===== src/rtl/fadd_issue_ctrl_if.sv =====
// Op-request and writeback handshake bundle for fadd_issue_ctrl.
// The master side issues ops and consumes results; the slave side is the controller.
interface fadd_issue_ctrl_if #(
    parameter int TAG_W = 5
) ();
    logic             in_valid;
    logic             in_ready;
    logic             in_sub;
    logic [TAG_W-1:0] in_rd;
    logic [31:0]      in_x1;
    logic [31:0]      in_x2;
    logic             out_valid;
    logic             out_ready;
    logic [TAG_W-1:0] out_rd;
    logic [31:0]      out_y;
    logic             out_ovf;

    modport master (
        output in_valid, in_sub, in_rd, in_x1, in_x2, out_ready,
        input  in_ready, out_valid, out_rd, out_y, out_ovf
    );

    modport slave (
        input  in_valid, in_sub, in_rd, in_x1, in_x2, out_ready,
        output in_ready, out_valid, out_rd, out_y, out_ovf
    );
endinterface


===== src/rtl/fadd_issue_ctrl.sv =====
// Issue/writeback controller around a fixed-latency, non-stallable fadd pipeline.
// Issue is credit-gated against the result FIFO so a completing op always has a slot.
module fadd_issue_ctrl #(
    parameter int FADD_LAT   = 2,
    parameter int FIFO_DEPTH = 4,
    parameter int TAG_W      = 5
) (
    input  logic              clk,
    input  logic              rst,
    fadd_issue_ctrl_if.slave  io,
    output logic [31:0]       fadd_x1,
    output logic [31:0]       fadd_x2,
    input  logic [31:0]       fadd_y,
    input  logic              fadd_ovf,
    output logic              ovf_sticky,
    input  logic              clr_sticky,
    output logic              busy
);
    localparam int PTR_W = (FIFO_DEPTH > 1) ? $clog2(FIFO_DEPTH) : 1;
    localparam int CNT_W = $clog2(FIFO_DEPTH + 1);

    typedef struct packed {
        logic [TAG_W-1:0] rd;
        logic [31:0]      y;
        logic             ovf;
    } entry_t;

    logic [FADD_LAT-1:0] vld_pipe_q, vld_pipe_d;
    logic [TAG_W-1:0]    rd_pipe_q [FADD_LAT];
    logic [TAG_W-1:0]    rd_pipe_d [FADD_LAT];
    entry_t              mem_q [FIFO_DEPTH];
    entry_t              mem_d [FIFO_DEPTH];
    entry_t              last_q, last_d;
    entry_t              head;
    logic [PTR_W-1:0]    wr_ptr_q, wr_ptr_d;
    logic [PTR_W-1:0]    rd_ptr_q, rd_ptr_d;
    logic [CNT_W-1:0]    cnt_q, cnt_d;
    logic                sticky_q, sticky_d;
    logic                accept, push, full, do_push, pop;
    int unsigned         inflight;

    // Credit: slots already owed to in-flight ops count as used; a same-cycle pop is not credited.
    always_comb begin
        inflight = 0;
        for (int i = 0; i < FADD_LAT; i++) begin
            inflight += 32'(vld_pipe_q[i]);
        end
        io.in_ready = ~rst & ((32'(cnt_q) + inflight) < 32'(FIFO_DEPTH));
        accept      = io.in_valid & io.in_ready;
    end

    // FSUB is folded into an operand sign flip, including NaN/Inf operands.
    always_comb begin
        fadd_x1 = '0;
        fadd_x2 = '0;
        if (accept) begin
            fadd_x1 = io.in_x1;
            fadd_x2 = {io.in_x2[31] ^ io.in_sub, io.in_x2[30:0]};
        end
    end

    always_comb begin
        vld_pipe_d    = '0;
        rd_pipe_d     = rd_pipe_q;
        vld_pipe_d[0] = accept;
        rd_pipe_d[0]  = io.in_rd;
        for (int i = 1; i < FADD_LAT; i++) begin
            vld_pipe_d[i] = vld_pipe_q[i-1];
            rd_pipe_d[i]  = rd_pipe_q[i-1];
        end
    end

    // Result FIFO: the tracked op at the pipe end lines up with fadd_y this cycle.
    always_comb begin
        push         = vld_pipe_q[FADD_LAT-1];
        full         = (cnt_q == CNT_W'(FIFO_DEPTH));
        do_push      = push & ~full;
        io.out_valid = (cnt_q != '0);
        pop          = io.out_valid & io.out_ready;

        mem_d = mem_q;
        if (do_push) begin
            mem_d[wr_ptr_q] = '{rd: rd_pipe_q[FADD_LAT-1], y: fadd_y, ovf: fadd_ovf};
        end
        wr_ptr_d = do_push ? wr_ptr_q + PTR_W'(1) : wr_ptr_q;
        rd_ptr_d = pop ? rd_ptr_q + PTR_W'(1) : rd_ptr_q;

        cnt_d = cnt_q;
        if (do_push && !pop) begin
            cnt_d = cnt_q + CNT_W'(1);
        end else if (!do_push && pop) begin
            cnt_d = cnt_q - CNT_W'(1);
        end

        // An empty FIFO keeps showing the most recently popped result.
        last_d = pop ? mem_q[rd_ptr_q] : last_q;
        head   = io.out_valid ? mem_q[rd_ptr_q] : last_q;

        sticky_d = (do_push & fadd_ovf) | (sticky_q & ~clr_sticky);
    end

    always_ff @(posedge clk) begin
        if (rst) begin
            vld_pipe_q <= '0;
            rd_pipe_q  <= '{default: '0};
            wr_ptr_q   <= '0;
            rd_ptr_q   <= '0;
            cnt_q      <= '0;
            last_q     <= '0;
            sticky_q   <= 1'b0;
        end else begin
            vld_pipe_q <= vld_pipe_d;
            rd_pipe_q  <= rd_pipe_d;
            wr_ptr_q   <= wr_ptr_d;
            rd_ptr_q   <= rd_ptr_d;
            cnt_q      <= cnt_d;
            last_q     <= last_d;
            sticky_q   <= sticky_d;
        end
    end

    always_ff @(posedge clk) begin
        mem_q <= mem_d;
    end

    assign io.out_rd  = head.rd;
    assign io.out_y   = head.y;
    assign io.out_ovf = head.ovf;
    assign ovf_sticky = sticky_q;
    assign busy       = (|vld_pipe_q) | (cnt_q != '0);

    a_no_push_when_full: assert property (@(posedge clk) disable iff (rst) !(push && full));

endmodule


===== src/flat_wrapper.sv =====
// flat-port wrapper written by rule: the top's interface ports become plain ports
module fadd_issue_ctrl_flat 
#(
    parameter int FADD_LAT   = 2,
    parameter int FIFO_DEPTH = 4,
    parameter int TAG_W      = 5
)
  (clk, rst, fadd_x1, fadd_x2, fadd_y, fadd_ovf, ovf_sticky, clr_sticky, busy, io_in_valid, io_in_sub, io_in_rd, io_in_x1, io_in_x2, io_out_ready, io_in_ready, io_out_valid, io_out_rd, io_out_y, io_out_ovf);
  fadd_issue_ctrl_if #(.TAG_W(TAG_W)) io_i ();
  input  logic clk;
  input  logic rst;
  output logic [31:0] fadd_x1;
  output logic [31:0] fadd_x2;
  input  logic [31:0] fadd_y;
  input  logic fadd_ovf;
  output logic ovf_sticky;
  input  logic clr_sticky;
  output logic busy;
  input wire logic [$bits(io_i.in_valid)-1:0] io_in_valid;
  input wire logic [$bits(io_i.in_sub)-1:0] io_in_sub;
  input wire logic [$bits(io_i.in_rd)-1:0] io_in_rd;
  input wire logic [$bits(io_i.in_x1)-1:0] io_in_x1;
  input wire logic [$bits(io_i.in_x2)-1:0] io_in_x2;
  input wire logic [$bits(io_i.out_ready)-1:0] io_out_ready;
  output wire logic [$bits(io_i.in_ready)-1:0] io_in_ready;
  output wire logic [$bits(io_i.out_valid)-1:0] io_out_valid;
  output wire logic [$bits(io_i.out_rd)-1:0] io_out_rd;
  output wire logic [$bits(io_i.out_y)-1:0] io_out_y;
  output wire logic [$bits(io_i.out_ovf)-1:0] io_out_ovf;
  assign io_i.in_valid = io_in_valid;
  assign io_i.in_sub = io_in_sub;
  assign io_i.in_rd = io_in_rd;
  assign io_i.in_x1 = io_in_x1;
  assign io_i.in_x2 = io_in_x2;
  assign io_i.out_ready = io_out_ready;
  assign io_in_ready = io_i.in_ready;
  assign io_out_valid = io_i.out_valid;
  assign io_out_rd = io_i.out_rd;
  assign io_out_y = io_i.out_y;
  assign io_out_ovf = io_i.out_ovf;
  fadd_issue_ctrl #(.FADD_LAT(FADD_LAT), .FIFO_DEPTH(FIFO_DEPTH), .TAG_W(TAG_W)) u_core (.clk(clk), .rst(rst), .io(io_i), .fadd_x1(fadd_x1), .fadd_x2(fadd_x2), .fadd_y(fadd_y), .fadd_ovf(fadd_ovf), .ovf_sticky(ovf_sticky), .clr_sticky(clr_sticky), .busy(busy));
endmodule

===== config.mk =====
export PLATFORM = sky130hd
export DESIGN_NAME = fadd_issue_ctrl_flat
export DESIGN_NICKNAME = d
export VERILOG_FILES = /design/src/rtl/fadd_issue_ctrl_if.sv /design/src/rtl/fadd_issue_ctrl.sv /design/src/flat_wrapper.sv
export SDC_FILE = /design/constraint.sdc
export NUM_CORES = 1
export LEC_CHECK = 0
export ABC_AREA = 1
export CORE_ASPECT_RATIO = 0.5
export CORE_MARGIN = 1
export CORE_UTILIZATION = 44
export CTS_CLUSTER_SIZE = 40
export DETAILED_ROUTE_END_ITERATION = 6
export GPL_TIMING_DRIVEN = 0
export PLACE_DENSITY = 0.74
export SLEW_MARGIN = 20
export SYNTH_ARGS = -nofsm -noshare
export SYNTH_HDL_FRONTEND = slang
export SYNTH_SLANG_ARGS = --single-unit

===== constraint.sdc =====
create_clock -name clk -period 5.8 [get_ports clk]
set_input_delay 1.74 -clock clk [delete_from_list [all_inputs] [get_ports clk]]
set_output_delay 1.74 -clock clk [all_outputs]
set_load 0.1 [all_outputs]

======== Yosys cells after proc, flatten, opt, wreduce, memory -nomap -nowiden ========
Cells that the tools add are included.
cells by class
  bitwise gates (word level) .............. 14
  mux-type cells .......................... 11
  equality and inequality tests ........... 1
  add/subtract/negate cells ............... 6
  reductions and logical operators ........ 8
  magnitude comparators ................... 4
operator list
  operator             number
  $bwmux 152           1
  $mux 38              4
  $bmux 38 s2          1
  $demux 38 s2         1
  $mux 32              2
  $add 3x32->32        1
  $lt 32x3->1 const B  1
  $and 1x1->1          6
  $ge 3x3->1 const B   2
  $mux 3               2
  $not 2->3            2
  $add 2x1->2 const B  2
  $add 3x1->3 const B  1
  $eq 3x3->1 const B   1
  $logic_and 1x1->1    3
  $lt 3x1->1 const B   1
  $not 1->1            3
  $reduce_bool 3->1    1
  $sub 3x1->3 const B  1
  $add 1x1->2          1
  $logic_not 1->1      2
  $or 1x1->1           2
  $reduce_bool 2->1    1
  $reduce_or 2->1      1
  $xor 1x1->1          1
storage, ports and cells
  logic and storage cells ................. 66
  register bits ........................... 210

======== Logic depth before layout (Yosys ltp) ========
Gate-level depths: netlist of the first run.
  word-level depth ........................ 7
  gate-level depth with buffers ........... 13

======== Least setup slack after synthesis of the first run ========
OpenSTA, ideal clock, no wires.
  kind .................................... input port to output port
  start ................................... input port rst
  end ..................................... output port fadd_x1[10]
  path buffers ............................ 2
  setup slack ............................. 0.150 ns
  data arrival time ....................... 3.910 ns
  stages .................................. 7
  cells stage by stage .................... buf_6 -> nor2_2 -> nand3_1 -> inv_2 -> nand2_2 -> buf_2 -> nor2_1
on the way
  cells in the longest elaborated chain, start to end .. 4
RTL lines
  what                line                   RTL
  start: declaration  flat_wrapper.sv:11     input logic rst;
  $not 1->1           fadd_issue_ctrl.sv:48  io.in_ready = ~rst & ((32'(cnt_q) + inflight) < 32'(FIFO_DEPTH));
  $and 1x1->1         fadd_issue_ctrl.sv:48
  via io_in_ready     flat_wrapper.sv:25     output wire logic [$bits(io_i.in_ready)-1:0] io_in_ready;
  $and 1x1->1         fadd_issue_ctrl.sv:49  accept = io.in_valid & io.in_ready;
  $mux 32             fadd_issue_ctrl.sv:56  if (accept) begin
  end: declaration    flat_wrapper.sv:12     output logic [31:0] fadd_x1;
The timed path passes the listed nets, and every way through them passes these cells.

======== Final worst setup path of the first run ========
  start ................................... input port io_in_valid
  end ..................................... output port fadd_x1[21]
on the way
  cells in the longest elaborated chain, start to end .. 2
RTL lines
  what                line                   RTL
  start: declaration  flat_wrapper.sv:19     input wire logic [$bits(io_i.in_valid)-1:0] io_in_valid;
  $and 1x1->1         fadd_issue_ctrl.sv:49
  $mux 32             fadd_issue_ctrl.sv:56
No other way between the ends.

==> impl_metrics.py, run 1 <==
metrics = {
    "worst_hold_path": {
        "min_path_type": "reg -> reg",
    },
    "worst_setup_path": {
        "crit_fanout": 10,
        "worstPathArrival_ps": 3850,
        "crit_buf_inv": 4,
        "crit_path_frequent_cell": "clkdlybuf4s50_1",
        "crit_required_ps": 4060,
        "cp_slowest_cell": "clkdlybuf4s50_1",
        "crit_family": "buffers and inverters",
        "end_kind": "output pin",
        "startpoint_type": "input pin",
        "slowest_delay_ps": 1150,
        "crit_chain": "clkdlybuf4s50_1 -> nand2_2 -> buf_6 -> buf_12 -> nor2_4 -> clkdlybuf4s50_1",
        "crit_type": "in -> out",
    },
    "power_and_ir_drop": {
        "leakagePower_nw": 6.25,
        "peakVddDrop_v": 0.000517,
        "p_per_area_nw_per_um2": 579,
    },
    "placed_design": {
        "place.gp.congestion": 0.792,
        "portBuffers": 212,
        "dp_hpwl_mm": 17.7,
        "place_area_um2": 13000,
    },
    "layout": {
        "final_common_cell": "nand2_1",
        "layout-drive-gt1-share": 0.0943,
        "antenna_cells": 0,
        "utilization": 0.595,
        "finalNetCount": 1567,
        "postLayoutCellArea_um2": 13600,
        "layout_common_cells": "nand2_1 (393), inv_1 (281), clkdlybuf4s50_1 (212)",
        "nFillCells": 1844,
        "synthToLayoutAreaGrowth_pct": 32.3,
    },
    "grt": {
        "first_global_vias": 7707,
        "grt_antenna_before_repair": 0,
        "grt-ovfl-total": 0,
        "grt.total_usage": 0.203,
        "grt_max_degree": 23,
        "grt_pass1_wl_mm": 38.3,
    },
    "floorplanning": {
        "core_um2": 22800,
        "fp.dieH_um": 110,
        "initial_core_util": 0.449,
        "pin_count": 214,
        "die_area_um2": 24000,
        "fp-row-count": 39,
        "die_w_um": 218,
    },
    "routing": {
        "wl_mm": 25.2,
        "routed-wl-met3_mm": 1.16,
        "wl_met2_mm": 12.9,
        "first_pass_iters": 5,
        "drc": 0,
        "drtIter0Drc": 568,
        "via_per_inst": 4.58,
        "avgRoutedWirePerCell_um": 14.3,
        "m1WireLength_mm": 10.7,
        "route.antenna.remaining_nets": 0,
        "vias": 8103,
        "highest_layer": "met4",
    },
    "clock_tree": {
        "post_cts_buffers": 0,
        "cts_buffers": 20,
        "cts_max_level": 1,
        "root_buffer": "clkbuf_16",
        "clk_latency_ps": 490,
        "cts_tree": "done",
        "cts_hold_buf": 0,
        "cts_sinks": 210,
        "clock_path_buffers": 3,
        "clk_pin_slew_ps": 60,
        "cts_resized": 0,
    },
    "synthesis": {
        "ys_seq_area_frac": 0.558,
        "synthDistinctLibCells": 23,
        "synth-seq-cells": 210,
        "synth-edff-count": 152,
        "synthArstFlopShare": 0,
        "synth_top_flop_cell": "edfxtp_1",
        "synth.avg_cell_area_um2": 8.48,
        "netlist_area_um2": 10300,
        "ys_warn_count": 0,
        "syn_inst": 1210,
        "syn_nets": 1327,
    },
    "sta": {
        "finalSetupTns_ps": 0,
        "fmax_mhz": 179,
        "rsz0062_at_grt": "no",
        "final_max_slew_viol_count": 0,
        "clock_skew_ps": 10.7,
        "final.min_clock_period_ps": 5590,
        "setup_viol": 0,
        "layout_worst_path_cycle_share": 0.963,
        "relSlewSlack": 0.297,
        "tightest_slew_ps": 1050,
        "finalHoldViolCount": 0,
    },
    "job": {
        "cap_violations": 0,
    },
    "outcome": {
        "status": "finished, final reports clean",
    },
}
## sequential cells by signal (all words and copies together) (netlist names), 2 cells and up
| signal | cells |
|---|---|
| u_core.rd_pipe_q | 5 |
| u_core.last_q | 38 |
| u_core.vld_pipe_q | 2 |
| u_core.rd_ptr_q | 2 |
| u_core.rd_pipe_d | 5 |
| u_core.wr_ptr_q | 2 |
| u_core.mem_q | 152 |
| u_core.cnt_q | 3 |
## layer usage
metal / GRT usage / vias to the layer above
met5: 0 / -
met4: 0.0649 / 0
li1: - / 4048
met3: 0.0236 / 39
met2: 0.369 / 231
met1: 0.256 / 3785
## where the power goes
part / internal, mW / switching [mW]
clock network: 0.735 / 0.536
logic: 1.10 / 3.64
registers: 1.77 / 0.0768
total: 3.60 / 4.26
## Yosys cell counts, types with 2 or more instances
cell / n / share of area
nand3_1: 82 / 0.040
buf_4: 5 / 0.0037
edfxtp_1: 152 / 0.44
buf_6: 8 / 0.0088
dfxtp_1: 58 / 0.11
inv_1: 281 / 0.10
clkbuf_1: 8 / 0.0029
a21oi_1: 3 / 0.0015
buf_12: 5 / 0.0098
nand2_2: 2 / 0.0012
buf_2: 27 / 0.013
nand2_1: 393 / 0.14
nor2_4: 49 / 0.054
ha_1: 8 / 0.0098
buf_1: 2 / 0.00073
inv_2: 3 / 0.0011
nor2_2: 2 / 0.0012
nor2_1: 115 / 0.042
o21ai_0: 3 / 0.0015
## cells by family (layout without fill, tap and decap cells)
logic type | Yosys count | after routing | share of synthesized area
XOR/XNOR | 2 | 2 | 0.00171
AND/OR/NAND/NOR | 644 | 644 | 0.283
adder cells (fa/ha/maj) | 9 | 9 | 0.0117
AO/OA/AOI/OAI | 6 | 6 | 0.00292
flip-flops | 210 | 210 | 0.558
buffers and inverters | 339 | 592 | 0.143
## metrics by stage
stage / cells / power (mW) / worst slack [ps] / hold WS, ps
after floorplan: 1210 / 5.44 / 150 / 388
after global placement: 1729 / 6.55 / 223 / 392
after detailed placement: 1735 / 6.61 / 202 / 400
after CTS: 1770 / 7.88 / 202 / 406
after global routing: 1770 / 8.21 / 161 / 424
final: 1770 / 7.86 / 212 / 404
## tightest hold or removal path, cell delays in order (launching register included)
cell and delay, ps:
dfxtp_1 290, inv_1 40, nor2_1 30
## area by class of cell
class / count / area (um^2) / area share
timing repair buffer: 218 / 2270 / 0.167
clock inverter: 5 / 52.6 / 0.00387
sequential: 210 / 5730 / 0.422
clock buffer: 30 / 579 / 0.0426
inverter: 284 / 1070 / 0.0785
multi-input combinational: 661 / 3100 / 0.228
tap: 307 / 384 / 0.0283
buffer: 55 / 400 / 0.0295
## worst paths after layout
path | from | endpoint | slack (ps) | cells after the start
max | io_in_valid | fadd_x1[21] | 210 | 6
min reg2reg | u_core.rd_pipe_d[1] | u_core.rd_pipe_q[1] | 400 | 2
min | u_core.rd_pipe_d[1] | u_core.rd_pipe_q[1] | 400 | 2
max reg2reg | u_core.cnt_q[0] | u_core.cnt_q[2] | 3460 | 13
No activity file was read; power rests on OpenSTA's default activity.
==> inputs of run 2 (changes only) <==
- CTS_BUF_LIST: default -> sky130_fd_sc_hd__clkbuf_8
==> run 2 against run 1 <==
  * Setup slack is essentially flat
  * Critical path type unchanged
  * Clock power is essentially flat
  * Critical endpoint unchanged
  * Non-clock buffer count is the same
  * Count of clock-buffer cells in the layout grew 2
  * Largest cell class unchanged
  * Power shrank 0.31%
==> impl_metrics.py, run 2 (same netlist as run 1, synthesis figures left out) <==
metrics = {
    "worst_setup_path": {
        "end_kind": "output pin",
        "worstPathArrival_ps": 3850,
        "crit_type": "in -> out",
        "crit_fanout": 10,
        "startpoint_type": "input pin",
        "crit_required_ps": 4060,
    },
    "clock_tree": {
        "cts_max_level": 1,
        "cts_buffers": 31,
        "root_buffer": "clkbuf_8",
        "cts_hold_buf": 0,
        "post_cts_buffers": 0,
        "cts_tree": "done",
        "clock_path_buffers": 3,
        "cts_resized": 0,
        "cts_sinks": 210,
        "clk_latency_ps": 580,
        "clk_pin_slew_ps": 60,
    },
    "routing": {
        "via_per_inst": 4.56,
        "route.antenna.remaining_nets": 0,
        "first_pass_iters": 5,
        "avgRoutedWirePerCell_um": 14.0,
        "wl_mm": 25.1,
        "drtIter0Drc": 517,
        "drc": 0,
        "vias": 8174,
    },
    "sta": {
        "layout_worst_path_cycle_share": 0.963,
        "rsz0062_at_grt": "no",
        "clock_skew_ps": 35.2,
        "hold_ws_ps": 404,
        "fmax_mhz": 179,
        "final.min_clock_period_ps": 5590,
        "setup_viol": 0,
        "final_max_slew_viol_count": 0,
        "relSlewSlack": 0.294,
        "finalHoldViolCount": 0,
        "finalSetupTns_ps": 0,
        "tightest_slew_ps": 1060,
    },
    "layout": {
        "finalNetCount": 1578,
        "antenna_cells": 0,
        "final_common_cell": "nand2_1",
        "nFillCells": 1837,
        "synthToLayoutAreaGrowth_pct": 32.5,
        "top_regs": "u_core.mem_q (152), u_core.last_q (38)",
        "largest_reg_flops": 152,
        "layout-drive-gt1-share": 0.104,
        "instances_no_fill": 1793,
        "layout_common_cells": "nand2_1 (393), inv_1 (290), clkdlybuf4s50_1 (212)",
        "top_register": "u_core.mem_q",
    },
    "power_and_ir_drop": {
        "p_per_area_nw_per_um2": 576,
        "p_sw_frac": 0.545,
        "p_clk_frac": 0.160,
        "switchingPower_mw": 4.27,
        "leakagePower_nw": 6.32,
        "peakVddDrop_v": 0.000518,
        "p_int_mw": 3.56,
        "power.total_mw": 7.83,
        "seq_power_share": 0.236,
        "pwr-share-comb": 0.604,
    },
    "floorplanning": {
        "die_w_um": 218,
        "fp.dieH_um": 110,
        "pin_count": 214,
        "die_area_um2": 24000,
        "initial_core_util": 0.449,
        "fp-row-count": 39,
        "core_um2": 22800,
    },
    "job": {
        "cap_violations": 0,
    },
    "grt": {
        "first_global_vias": 7740,
        "grt_antenna_before_repair": 0,
        "grt_max_degree": 23,
        "grt.total_usage": 0.202,
        "grt_pass1_wl_mm": 38.1,
        "grt-ovfl-total": 0,
    },
    "worst_hold_path": {
        "min_path_type": "reg -> reg",
    },
    "outcome": {
        "status": "finished, final reports clean",
    },
    "placed_design": {
        "place.gp.congestion": 0.792,
        "dp_hpwl_mm": 17.7,
        "post-place-cells": 1735,
        "portBuffers": 212,
    },
}
-- run 2: cell types whose count changed in the layout (fill, tap and decap cells not counted) --
cell	previous run	this run
bufinv_16	1	4
clkbuf_1	15	8
clkbuf_16	21	0
clkbuf_8	2	32
clkinv_1	2	6
clkinv_2	0	6
clkinvlp_4	2	1
inv_1	281	290
-- run 2: routing by layer --
metal,routed length (um),track usage,vias up
li1,-,-,4084
met1,10500,0.255,3783
met2,12800,0.363,266
met3,1370,0.0244,41
met4,527,0.0679,0
met5,0,0,-
-- run 2: cell type report --
type                       instances  area [um^2]  share of cell area
sequential                       210         5730               0.421
multi-input combinational        661         3100               0.228
timing repair buffer             218         2270               0.167
inverter                         284         1070              0.0784
clock buffer                      32          440              0.0324
buffer                            55          400              0.0294
tap                              307          384              0.0282
clock inverter                    26          214              0.0157
-- run 2: final timing paths --
check                      start                  end  slack [ps]  depth (start not counted)
max                  io_in_valid          fadd_x1[21]         210                          6
min          u_core.rd_pipe_d[1]  u_core.rd_pipe_q[1]         400                          2
max reg2reg      u_core.cnt_q[0]      u_core.cnt_q[2]        3500                         13
min reg2reg  u_core.rd_pipe_d[1]  u_core.rd_pipe_q[1]         400                          2
-- run 2: power by group through the flow --
| stage | logic (mW) | registers (mW) | clock network, mW |
|---|---|---|---|
| floorplan | 3.57 | 1.87 | 0 |
| global placement | 4.68 | 1.87 | 0 |
| detailed placement | 4.73 | 1.88 | 0 |
| CTS | 4.75 | 1.85 | 1.27 |
| global route | 4.99 | 1.86 | 1.34 |
| finish | 4.73 | 1.85 | 1.25 |
-- run 2: per-stage QoR --
stage,worst slack (ps),instance area [um^2],utilization
after CTS,202,13600,0.596
final,212,13600,0.596
after detailed placement,202,13000,0.567
after global placement,223,12800,0.559
after floorplan,150,10300,-
after global routing,161,13600,0.596
-- run 2: critical path, cell delays in order --
cell	delay, ps
clkdlybuf4s50_1	470
nand2_2	70
buf_6	160
buf_12	170
nor2_4	70
clkdlybuf4s50_1	1150
